<file path="config.mk">
export PLATFORM = sky130hd
export DESIGN_NAME = seq_logic_alu
export DESIGN_NICKNAME = d
export VERILOG_FILES = /design/src/rtl/seq_logic_alu_pkg.sv /design/src/rtl/seq_logic_alu_logic_slice.sv /design/src/rtl/seq_logic_alu.sv
export SDC_FILE = /design/constraint.sdc
export NUM_CORES = 1
export LEC_CHECK = 0
export CORE_ASPECT_RATIO = 0.9
export CORE_UTILIZATION = 38
export CTS_BUF_LIST = sky130_fd_sc_hd__clkbuf_16
export DETAILED_ROUTE_END_ITERATION = 12
export PLACE_DENSITY = 0.61
export SLEW_MARGIN = 20
export SYNTH_ARGS = -nofsm -noshare
export SYNTH_HDL_FRONTEND = slang
export SYNTH_SLANG_ARGS = --single-unit
</file>
<file path="constraint.sdc">
create_clock -name clk -period 2.3 [get_ports clk]
set_clock_uncertainty 0.1 [all_clocks]
set_input_delay 0.46 -clock clk [delete_from_list [all_inputs] [get_ports clk]]
set_output_delay 0.46 -clock clk [all_outputs]
set_load 0.03 [all_outputs]
</file>
<file path="src/rtl/seq_logic_alu_pkg.sv">
// Shared definitions for the sequential logic ALU: function-select codes
// and the control FSM state encoding.
package seq_logic_pkg;

    localparam logic [2:0] OP_NOT   = 3'b000;
    localparam logic [2:0] OP_NOR   = 3'b001;
    localparam logic [2:0] OP_AND   = 3'b010;
    localparam logic [2:0] OP_OR    = 3'b011;
    localparam logic [2:0] OP_XOR   = 3'b100;
    localparam logic [2:0] OP_XNOR  = 3'b101;
    localparam logic [2:0] OP_NAND  = 3'b110;
    localparam logic [2:0] OP_NAND2 = 3'b111;

    typedef enum logic [1:0] {
        ST_IDLE = 2'b00,
        ST_RUN  = 2'b01,
        ST_HOLD = 2'b10
    } state_e;

endpackage

</file>
<file path="src/rtl/seq_logic_alu_logic_slice.sv">
// Combinational DIGIT-bit slice of the two-operand logic function table.
module alu_logic_slice
    import seq_logic_pkg::*;
#(
    parameter int DIGIT = 1
) (
    input  logic [DIGIT-1:0] a,
    input  logic [DIGIT-1:0] b,
    input  logic [2:0]       sel,
    output logic [DIGIT-1:0] out
);

    // Per-bit function selection; OP_NAND2 is a legacy alias of OP_NAND.
    always_comb begin
        out = {DIGIT{1'b0}};
        case (sel)
            OP_NOT:   out = ~a;
            OP_NOR:   out = ~(a | b);
            OP_AND:   out = a & b;
            OP_OR:    out = a | b;
            OP_XOR:   out = a ^ b;
            OP_XNOR:  out = ~(a ^ b);
            OP_NAND:  out = ~(a & b);
            OP_NAND2: out = ~(a & b);
            default:  out = ~(a & b);
        endcase
    end

endmodule

</file>
<file path="src/rtl/seq_logic_alu.sv">
// Multi-cycle logic unit: captures operands, runs them DIGIT bits per clock
// through a shared slice, then holds the result until the sink accepts it.
module seq_logic_alu
    import seq_logic_pkg::*;
#(
    parameter int WIDTH = 8,
    parameter int DIGIT = 1
) (
    input  logic             clk,
    input  logic             rst,
    input  logic             in_valid,
    output logic             in_ready,
    input  logic [WIDTH-1:0] a,
    input  logic [WIDTH-1:0] b,
    input  logic [2:0]       sel,
    input  logic             use_acc,
    output logic             out_valid,
    input  logic             out_ready,
    output logic [WIDTH-1:0] out,
    output logic             zero,
    output logic             parity
);

    localparam int STEPS = WIDTH / DIGIT;
    localparam int CW    = (STEPS > 1) ? $clog2(STEPS) : 1;

    generate
        if (WIDTH < 1 || DIGIT < 1 || (WIDTH % DIGIT) != 0) begin : g_bad_params
            $error("seq_logic_alu: WIDTH must be >= 1 and a multiple of DIGIT");
        end
    endgenerate

    // Even-parity helper: XOR reduction of a result word.
    function automatic logic parity_f(input logic [WIDTH-1:0] v);
        return ^v;
    endfunction

    state_e           state_q, state_d;
    logic [CW-1:0]    cnt_q, cnt_d;
    logic [WIDTH-1:0] sa_q, sa_d;
    logic [WIDTH-1:0] sb_q, sb_d;
    logic [2:0]       op_q, op_d;
    logic [WIDTH-1:0] res_q, res_d;
    logic [WIDTH-1:0] out_q, out_d;
    logic [WIDTH-1:0] acc_q, acc_d;
    logic             zero_q, zero_d;
    logic             parity_q, parity_d;
    logic             out_valid_q, out_valid_d;
    logic             in_ready_q, in_ready_d;
    logic [DIGIT-1:0] slice_s;
    logic [WIDTH-1:0] res_shift_s;

    alu_logic_slice #(.DIGIT(DIGIT)) u_slice (
        .a   (sa_q[DIGIT-1:0]),
        .b   (sb_q[DIGIT-1:0]),
        .sel (op_q),
        .out (slice_s)
    );

    // Result shifts right; the new slice enters at the top so the word is
    // complete, LSB-aligned, after STEPS cycles.
    assign res_shift_s = (res_q >> DIGIT) | (WIDTH'(slice_s) << (WIDTH - DIGIT));

    // Next-state and datapath control for IDLE/RUN/HOLD.
    always_comb begin
        state_d  = state_q;
        cnt_d    = cnt_q;
        sa_d     = sa_q;
        sb_d     = sb_q;
        op_d     = op_q;
        res_d    = res_q;
        out_d    = out_q;
        acc_d    = acc_q;
        zero_d   = zero_q;
        parity_d = parity_q;
        case (state_q)
            ST_IDLE: begin
                if (in_valid) begin
                    sa_d    = a;
                    sb_d    = use_acc ? acc_q : b;
                    op_d    = sel;
                    cnt_d   = {CW{1'b0}};
                    state_d = ST_RUN;
                end else begin
                    state_d = ST_IDLE;
                end
            end
            ST_RUN: begin
                sa_d  = sa_q >> DIGIT;
                sb_d  = sb_q >> DIGIT;
                res_d = res_shift_s;
                cnt_d = cnt_q + CW'(1'b1);
                if (cnt_q == CW'(STEPS - 1)) begin
                    out_d    = res_shift_s;
                    acc_d    = res_shift_s;
                    zero_d   = (res_shift_s == {WIDTH{1'b0}});
                    parity_d = parity_f(res_shift_s);
                    state_d  = ST_HOLD;
                end else begin
                    state_d = ST_RUN;
                end
            end
            ST_HOLD: begin
                if (out_ready) begin
                    state_d = ST_IDLE;
                end else begin
                    state_d = ST_HOLD;
                end
            end
            default: begin
                state_d = ST_IDLE;
            end
        endcase
        out_valid_d = (state_d == ST_HOLD);
        in_ready_d  = (state_d == ST_IDLE);
    end

    // State and datapath registers; reset aborts any operation and clears acc.
    always_ff @(posedge clk or posedge rst) begin
        if (rst) begin
            state_q     <= ST_IDLE;
            cnt_q       <= {CW{1'b0}};
            sa_q        <= {WIDTH{1'b0}};
            sb_q        <= {WIDTH{1'b0}};
            op_q        <= 3'b000;
            res_q       <= {WIDTH{1'b0}};
            out_q       <= {WIDTH{1'b0}};
            acc_q       <= {WIDTH{1'b0}};
            zero_q      <= 1'b0;
            parity_q    <= 1'b0;
            out_valid_q <= 1'b0;
            in_ready_q  <= 1'b1;
        end else begin
            state_q     <= state_d;
            cnt_q       <= cnt_d;
            sa_q        <= sa_d;
            sb_q        <= sb_d;
            op_q        <= op_d;
            res_q       <= res_d;
            out_q       <= out_d;
            acc_q       <= acc_d;
            zero_q      <= zero_d;
            parity_q    <= parity_d;
            out_valid_q <= out_valid_d;
            in_ready_q  <= in_ready_d;
        end
    end

    assign in_ready  = in_ready_q;
    assign out_valid = out_valid_q;
    assign out       = out_q;
    assign zero      = zero_q;
    assign parity    = parity_q;

endmodule
</file>
## After elaboration in Yosys (flattened, before gate mapping)

Cells that the tools add are included.

- Register bits: 44
- Output and inout bits: 12
- Word-level logic and storage cells: 54

- Add/sub/neg operators: 1
- Equality and inequality tests: 12
- Mux-type cells: 12
- Bitwise logic cells: 8
- Reductions and logical operators: 10

Operator list:

| kind | count |
|---|---|
| 8-bit case mux with 2 select lines | 2 |
| 8-bit two-way mux | 3 |
| 3-bit equality test, second input constant | 5 |
| 8-bit zero test | 1 |
| 7-bit by 8-bit bitwise OR with 8-bit output | 1 |
| 8-bit parity | 1 |
| 1-bit case mux with 7 select lines | 1 |
| 3-bit by 2-bit equality test with 1-bit output, second input constant | 2 |
| 2-bit case mux with 3 select lines | 1 |
| 3-bit case mux with 2 select lines | 1 |
| 2-bit AND reduction | 3 |
| 2-bit equality test, second input constant | 2 |
| 2-bit zero test | 2 |
| 2-bit two-way mux | 2 |
| 1-bit inverter | 4 |
| 3-bit by 1-bit adder with 3-bit output, second input constant | 1 |
| 3-bit by 1-bit equality test with 1-bit output, second input constant | 1 |
| 3-bit zero test | 1 |
| 3-bit two-way mux | 1 |
| 2-bit by 1-bit equality test with 1-bit output, second input constant | 1 |
| 2-bit != test, second input constant | 1 |
| 2-bit nonzero test | 1 |
| 2-bit OR reduction | 1 |
| 1-bit AND | 1 |
| other kinds (3) | 3 |

## Longest topological paths before layout

Gate-level depths: netlist of run 1.

- Depth after elaboration: 5
- Gate-level depth with buffers: 9

## By module

From an unflattened synthesis of run 1, not the netlist that was laid out.

- Cells, all modules: 206
- Area total of the unflattened synthesis: 2038.2 sq um

Modules (own cells, without submodules):

| module | times used | cells each | area each (sq um) |
|---|---|---|---|
| seq_logic_alu | 1 | 192 | 1940.6 |
| alu_logic_slice | 1 | 14 | 97.6 |

## Worst setup path after synthesis of run 1

Ideal clock, no wire load.

- Path type: register to register
- Start point: register sb_q[0]
- End point: register parity_q, in the netlist parity
- Data arrival time: 1690 ps
- Required time: 2064 ps
- Slack: 374 ps
- Stages on the path, launching flop included: 8
- Path buffers: 0
- Clock period less this slack: 1926 ps
- Cells stage by stage: dfrtp_1 > ha_1 > a211o_1 > a22oi_2 > ha_1 > xnor2_1 > xnor2_1 > o21ai_0

- Word-level cells in the longest chain between the ends: 5

Ends and longest elaborated chain:

| item | line | source |
|---|---|---|
| start, declared | seq_logic_alu.sv:41 | `logic [WIDTH-1:0] sb_q, sb_d;` |
| start signal, assigned | seq_logic_alu.sv:124 | `sb_q <= {WIDTH{1'b0}};` |
| 1-bit AND (tied with other cells) | seq_logic_alu_logic_slice.sv:19, seq_logic_alu_logic_slice.sv:23, seq_logic_alu_logic_slice.sv:24 |  |
| 1-bit inverter (on tied branches) | n/a |  |
| 1-bit case mux with 7 select lines (*) | seq_logic_alu_logic_slice.sv:16 | `case (sel)` |
| 7-bit by 8-bit bitwise OR with 8-bit output (*) | seq_logic_alu.sv:62 | `assign res_shift_s = (res_q >> DIGIT) \| (WIDTH'(slice_s) << (WIDTH - DIGIT));` |
| 8-bit parity (*) | seq_logic_alu.sv:35 | `return ^v;` |
| end signal, assigned | seq_logic_alu.sv:143 | `parity_q <= parity_d;` |
| end, declared | seq_logic_alu.sv:47 | `logic parity_q, parity_d;` |

Every way passes the cells marked *; elsewhere a longest branch is shown, timed or not.
A chain may end at the register's enable or synchronous reset.

## Final worst setup path of run 1

Ends and elaborated chain as after synthesis.

==> results.tsv, run 1 <==
metric	value	unit
start_kind	flip-flop	
crit_fanout	3	
numCtsBuffers	5	
cts_buffer_depth	2	
start_util	40.2	%
ys_warn_count	0	
cts_tree	yes	
arrival	2.12	ns
period_minus_slack	2.08	ns
holdPathEnd	zero$_DFFE_PP0P_	
nNetsFinal	269	
crit_type	flip-flop to flip-flop	
fmax	481	MHz
numClockSinks	43	
synth_top_area_share	52.7	%
power_frac_comb	43.9	%
fp.dieW	78.3	µm
status	finished clean	
synth_edf_count	0	
synth_top_family_by_area	simple AND/OR/NAND/NOR gates	
required	2.34	ns
ioPinCount	36	
seqPwrFrac	37.0	%
drt_iter0_drc	61	
avgSynthCellArea	9.92	µm²
synth.distinct_cells	27	
htreeDepth	2	
path_clk_slew	0.06	ns
totalPowerFinal	3.60	mW
slew_headroom	58.3	%
synth-seq-area-share	54.0	%
drive_above_1_share	7.14	%
swShare	39.1	%
multi_input_area	816	µm²
cts_hold_buf	0	
seq_area	1080	µm²
syn_nets	233	
vias_per_cell	4.89	
wirelength	3990	µm
maxSlewViolCount	0	
synth_compound_area_share	13.3	%
drc_errors	0	
irDropWorstVdd	0.000714	V
muxShareOfSynthArea	4.52	%
r2r-start	sb_q[0]$_DFFE_PP0P_	
dr.pass1.iters	4	
grt_pass1_wl	6590	µm
grt_overflow	0	
min_path_cells	2	
min_period_over_period	90.4	%
rows	24	
drv_cap	0	
core_region_area	4950	µm²
synth_xor_xnor_area_share	2.20	%
yosys-top-cells-area	dfrtp_1, nand2_1, o21ai_0	
rsz0062_at_grt	false	
netlist_instances	201	
p_int	2.19	mW
ctsResizeCount	0	
syn_to_final_growth	27.3	%
hold_path.class	flip-flop to flip-flop	
setup_tns	0	ns
synthAdderAreaFrac	5.02	%
reg2reg_slack	0.22	ns
yosys.area_share.simple	15.9	%
p_leak	1.16	nW
synth_flop_cell	dfrtp_1	
ys_async_sr_fraction	100	%
grt_util_all_layers	15.9	%
grt_pass1_vias	1373	
rr_worst_depth	9	
finalHoldViolations	0	
hpwl	2910	µm
gp_congestion	0.720	
vias	1482	
grt_max_degree	44	
yosys_register_bits	43	
fillers	474	
power.density	1420	nW/µm²
hold_path.startpoint	zero$_DFFE_PP0P_	
insertion_delay	0.29	ns
cts-root-buf	clkbuf_16	
cts_setup_buffers	0	
yosysTopAreaCell	dfrtp_1	
rr_endpoint	parity$_DFFE_PP0P_	
p_sw	1.41	mW
finalSetupViolCount	0	
worst_pin_slew	0.625	ns
antenna_found_initial	0	
drtAntennaViolNets	0	
end_kind	flip-flop	
n_antenna_cell	0	
post_drt_wl_per_cell	13.2	µm
clock_power_share	19.1	%
port_buffers	35	
syn-cell-area	1990	µm²
die_h	70.7	µm
synth_common_cells	nand2_1, dfrtp_1, o21ai_0	
synth_most_common_cell	nand2_1	
die-area	5540	µm²
[per-stage QoR]
stage,cells,setup WS [ns],instance area [µm²],util [%],hold slack [ns]
after floorplan,201,0.374,1990,-,0.349
after CTS,303,0.192,2540,51.2,0.385
after global routing,303,0.0263,2540,51.2,0.408
final,303,0.221,2540,51.2,0.379
after detailed placement,295,0.201,2390,48.3,0.370
after global placement,295,0.291,2390,48.3,0.356
[logic make-up after synthesis]
family	Yosys count
AOI/OAI and AO/OA	42
xor gates and xnor gates	5
and+or+nand+nor	74
muxes	9
DFF	43
buffers and inverters	20
adders and majority gates	8
[power groups by stage]
stage	registers [mW]	clock network [mW]	logic (mW)
3_5_place_dp	1.34	0	1.60
4_1_cts	1.34	0.707	1.61
3_3_place_gp	1.34	0	1.56
6_report	1.33	0.690	1.58
2_1_floorplan	1.44	0	1.07
5_1_grt	1.38	0.732	1.77
[area by class of cell]
class | count | share of cell area (%)
repair buffers | 39 | 15.0
clock buffers | 5 | 4.93
multi-input cells | 138 | 32.1
flip-flops and latches | 43 | 42.5
inverters | 10 | 1.48
clock inverters | 3 | 0.789
well taps | 65 | 3.21
[cell usage in the layout, fill, tap and decap left out, types with 7 or more instances in the layout]
| cell type | netlist | routed |
|---|---|---|
| inv_1 | 10 | 10 |
| dfrtp_1 | 42 | 42 |
| a221o_1 | 7 | 7 |
| a31oi_1 | 7 | 7 |
| nor2_1 | 18 | 18 |
| mux2i_1 | 9 | 9 |
| o21ai_0 | 22 | 22 |
| clkdlybuf4s50_1 | 0 | 35 |
| ha_1 | 8 | 8 |
| nand2_1 | 48 | 48 |
[worst max-delay path, stage by stage, from the launching register on]
cell     delay [ns]
dfrtp_1        0.38
inv_1          0.06
ha_1           0.30
xnor2_1        0.13
mux2i_1        0.10
a22oi_2        0.19
ha_1           0.28
xnor2_1        0.18
xnor2_1        0.13
o21ai_0        0.09
[flip-flops by register name (all words and copies together), names as in the netlist, 2 cells and up]
signal	cells
sb_q	8
op_q	3
res_q	7
acc_q	8
state_q	2
cnt_q	3
sa_q	8
[worst max path at each step]
stage	startpoint	end	slack, ns
after detailed placement	sb_q[0]$_DFFE_PP0P_	parity$_DFFE_PP0P_	0.20
after CTS	sb_q[0]$_DFFE_PP0P_	parity$_DFFE_PP0P_	0.19
final	sb_q[0]$_DFFE_PP0P_	parity$_DFFE_PP0P_	0.22
after global placement	sb_q[0]$_DFFE_PP0P_	parity$_DFFE_PP0P_	0.29
after global routing	sa_q[0]$_DFFE_PP0P_	parity$_DFFE_PP0P_	0.03
after floorplan	sb_q[0]$_DFFE_PP0P_	parity$_DFFE_PP0P_	0.37
[routing by layer]
metal / vias up / part of all wire [%] / global-route usage, %
met5: - / 0 / 0
met1: 708 / 51 / 22.5
met2: 21 / 44 / 22.6
li1: 748 / - / -
met4: 0 / 1.1 / 7.41
met3: 5 / 3.6 / 4.26
Power figures use the tool's default switching activity.
==> run 2, diff against run 1 <==
- CAP_MARGIN: default -> 5
- CELL_PAD_IN_SITES_DETAIL_PLACEMENT: default -> 1
- CELL_PAD_IN_SITES_GLOBAL_PLACEMENT: default -> 2
- CORE_UTILIZATION: 38 -> 32
- PLACE_DENSITY: 0.61 -> 0.78
==> results.tsv, run 2 (synthesized netlist as in run 1, its figures left out) <==
metric	value	unit	change
p_leak	1.18	nW	was 1.16 nW
drc_errors	0		unchanged
final_cell_mix	nand2_1, dfrtp_1, clkdlybuf4s50_1		unchanged
grt_pass1_wl	7800	µm	was 6590 µm
drt_iter0_drc	84		was 61
seq_area	1080	µm²	unchanged
final_common_cell	nand2_1		unchanged
min_period_over_period	91.9	%	was 90.4%
cts_hold_buf	0		unchanged
dp_slack	0.0245	ns	was 0.201 ns
cts_buffer_depth	2		unchanged
grt_overflow	0		unchanged
top_regs	acc_q (8), sa_q (8), sb_q (8)		unchanged
htreeDepth	2		unchanged
cts_tree	yes		unchanged
cp_common_cell	xnor2_2		was xnor2_1
crit_type	flip-flop to flip-flop		unchanged
period_minus_slack	2.11	ns	was 2.08 ns
syn_to_final_growth	28.9	%	was 27.3%
die-area	6550	µm²	was 5540 µm²
grt_max_degree	44		unchanged
gp_congestion	0.696		was 0.720
n_antenna_cell	0		unchanged
grt_util_all_layers	15.4	%	was 15.9%
finalWorstSetupSlack	0.185	ns	was 0.221 ns
ioPinCount	36		unchanged
irDropWorstVdd	0.000639	V	was 0.000714 V
multi_input_area	843	µm²	was 816 µm²
finalHoldViolations	0		unchanged
numClockSinks	43		unchanged
fp.dieW	85.2	µm	was 78.3 µm
path_clk_slew	0.06	ns	about the same
drive_above_1_share	7.95	%	was 7.14%
rows	26		was 24
setup_tns	0	ns	unchanged
numCtsBuffers	5		unchanged
rsz0062_at_grt	false		unchanged
vias	1496		was 1482
start_kind	flip-flop		unchanged
maxSlewViolCount	0		unchanged
finalSetupViolCount	0		unchanged
cp_cell_sequence	inv_1 > ha_4 > xnor2_2 > mux2i_1 > a22oi_2 > ha_1 > xnor2_2 > xnor2_1 > o21ai_0		was inv_1 > ha_1 > xnor2_1 > mux2i_1 > a22oi_2 > ha_1 > xnor2_1 > xnor2_1 > o21ai_0
antenna_found_initial	0		unchanged
fin_util	43.9	%	was 51.2%
vias_per_cell	4.84		was 4.89
reg2reg_slack	0.19	ns	was 0.22 ns
power.density	1460	nW/µm²	was 1420 nW/µm²
cts-root-buf	clkbuf_16		unchanged
slew_headroom	59.9	%	was 58.3%
dr.pass1.iters	4		unchanged
worst_pin_slew	0.601	ns	was 0.625 ns
dp_cells	300		was 295
status	finished clean		unchanged
nNetsFinal	270		was 269
end_kind	flip-flop		unchanged
max_stage_delay	0.40	ns	was 0.38 ns
arrival	2.15	ns	was 2.12 ns
insertion_delay	0.28	ns	was 0.29 ns
drv_cap	0		unchanged
slowest_stage	dfrtp_1		unchanged
wirelength	4590	µm	was 3990 µm
fillers	665		was 474
post_drt_wl_per_cell	14.9	µm	was 13.2 µm
crit_fanout	3		unchanged
die_h	76.9	µm	was 70.7 µm
drtAntennaViolNets	0		unchanged
stdcell_count	309		was 303
grt_pass1_vias	1596		was 1373
hpwl	3190	µm	was 2910 µm
fmax	473	MHz	was 481 MHz
hold_path.class	flip-flop to flip-flop		unchanged
port_buffers	35		unchanged
core_region_area	5860	µm²	was 4950 µm²
start_util	34.0	%	was 40.2%
required	2.34	ns	about the same
[run 2: through the flow]
step	power, mW	area [µm²]	hold WS, ns
2_1_floorplan	2.51	1990	0.349
6_report	3.75	2570	0.379
3_3_place_gp	2.93	2400	0.359
3_5_place_dp	2.99	2400	0.364
5_1_grt	4.09	2570	0.416
4_1_cts	3.68	2530	0.382
[run 2: final timing paths]
path                       depth (start not counted)              endpoint                 start
min reg2reg                                        2  res_q[4]$_DFFE_PP0P_  res_q[5]$_DFFE_PP0P_
max reg2reg                                        9    parity$_DFFE_PP0P_   sa_q[0]$_DFFE_PP0P_
min                                                2  res_q[4]$_DFFE_PP0P_  res_q[5]$_DFFE_PP0P_
min in group asynchronous                          3  acc_q[0]$_DFFE_PP0P_                   rst
max in group asynchronous                          3    in_ready$_DFF_PP1_                   rst
max                                                9    parity$_DFFE_PP0P_   sa_q[0]$_DFFE_PP0P_
[run 2: cell type report]
type / count / share of cell area, %
well taps: 70 / 3.41
clock inverters: 3 / 0.438
repair buffers: 40 / 15.1
inverters: 10 / 1.46
clock buffers: 5 / 4.87
flip-flops and latches: 43 / 41.9
multi-input cells: 138 / 32.8
[run 2: power breakdown]
part           internal, mW  total (mW)  leakage [nW]  switching (mW)
Combinational         0.795        1.75         0.577           0.956
Sequential             1.09        1.32         0.536           0.231
Clock                 0.391       0.671        0.0701           0.280
Total                  2.28        3.75          1.18            1.47
[run 2: per-layer routing]
| layer | track usage [%] | share of wire (%) |
|---|---|---|
| met5 | 0 | 0 |
| met4 | 5.59 | 1.6 |
| met3 | 3.77 | 2.7 |
| met2 | 24.0 | 47 |
| met1 | 20.8 | 49 |
[run 2: worst max-delay path: cells and delay by family (launching register included)]
kind / cells / cell delay [ns]
adder cells (fa/ha/maj): 2 / 0.52
XOR/XNOR: 3 / 0.42
flip-flops: 1 / 0.40
AO/OA/AOI/OAI: 2 / 0.31
buffers and inverters: 1 / 0.12
multiplexers: 1 / 0.10
[run 2: repair_timing]
item / CTS / global route
resized for setup: 0 / 3
endpoints found under the setup margin: 0 / 1
setup buffers: 0 / 1
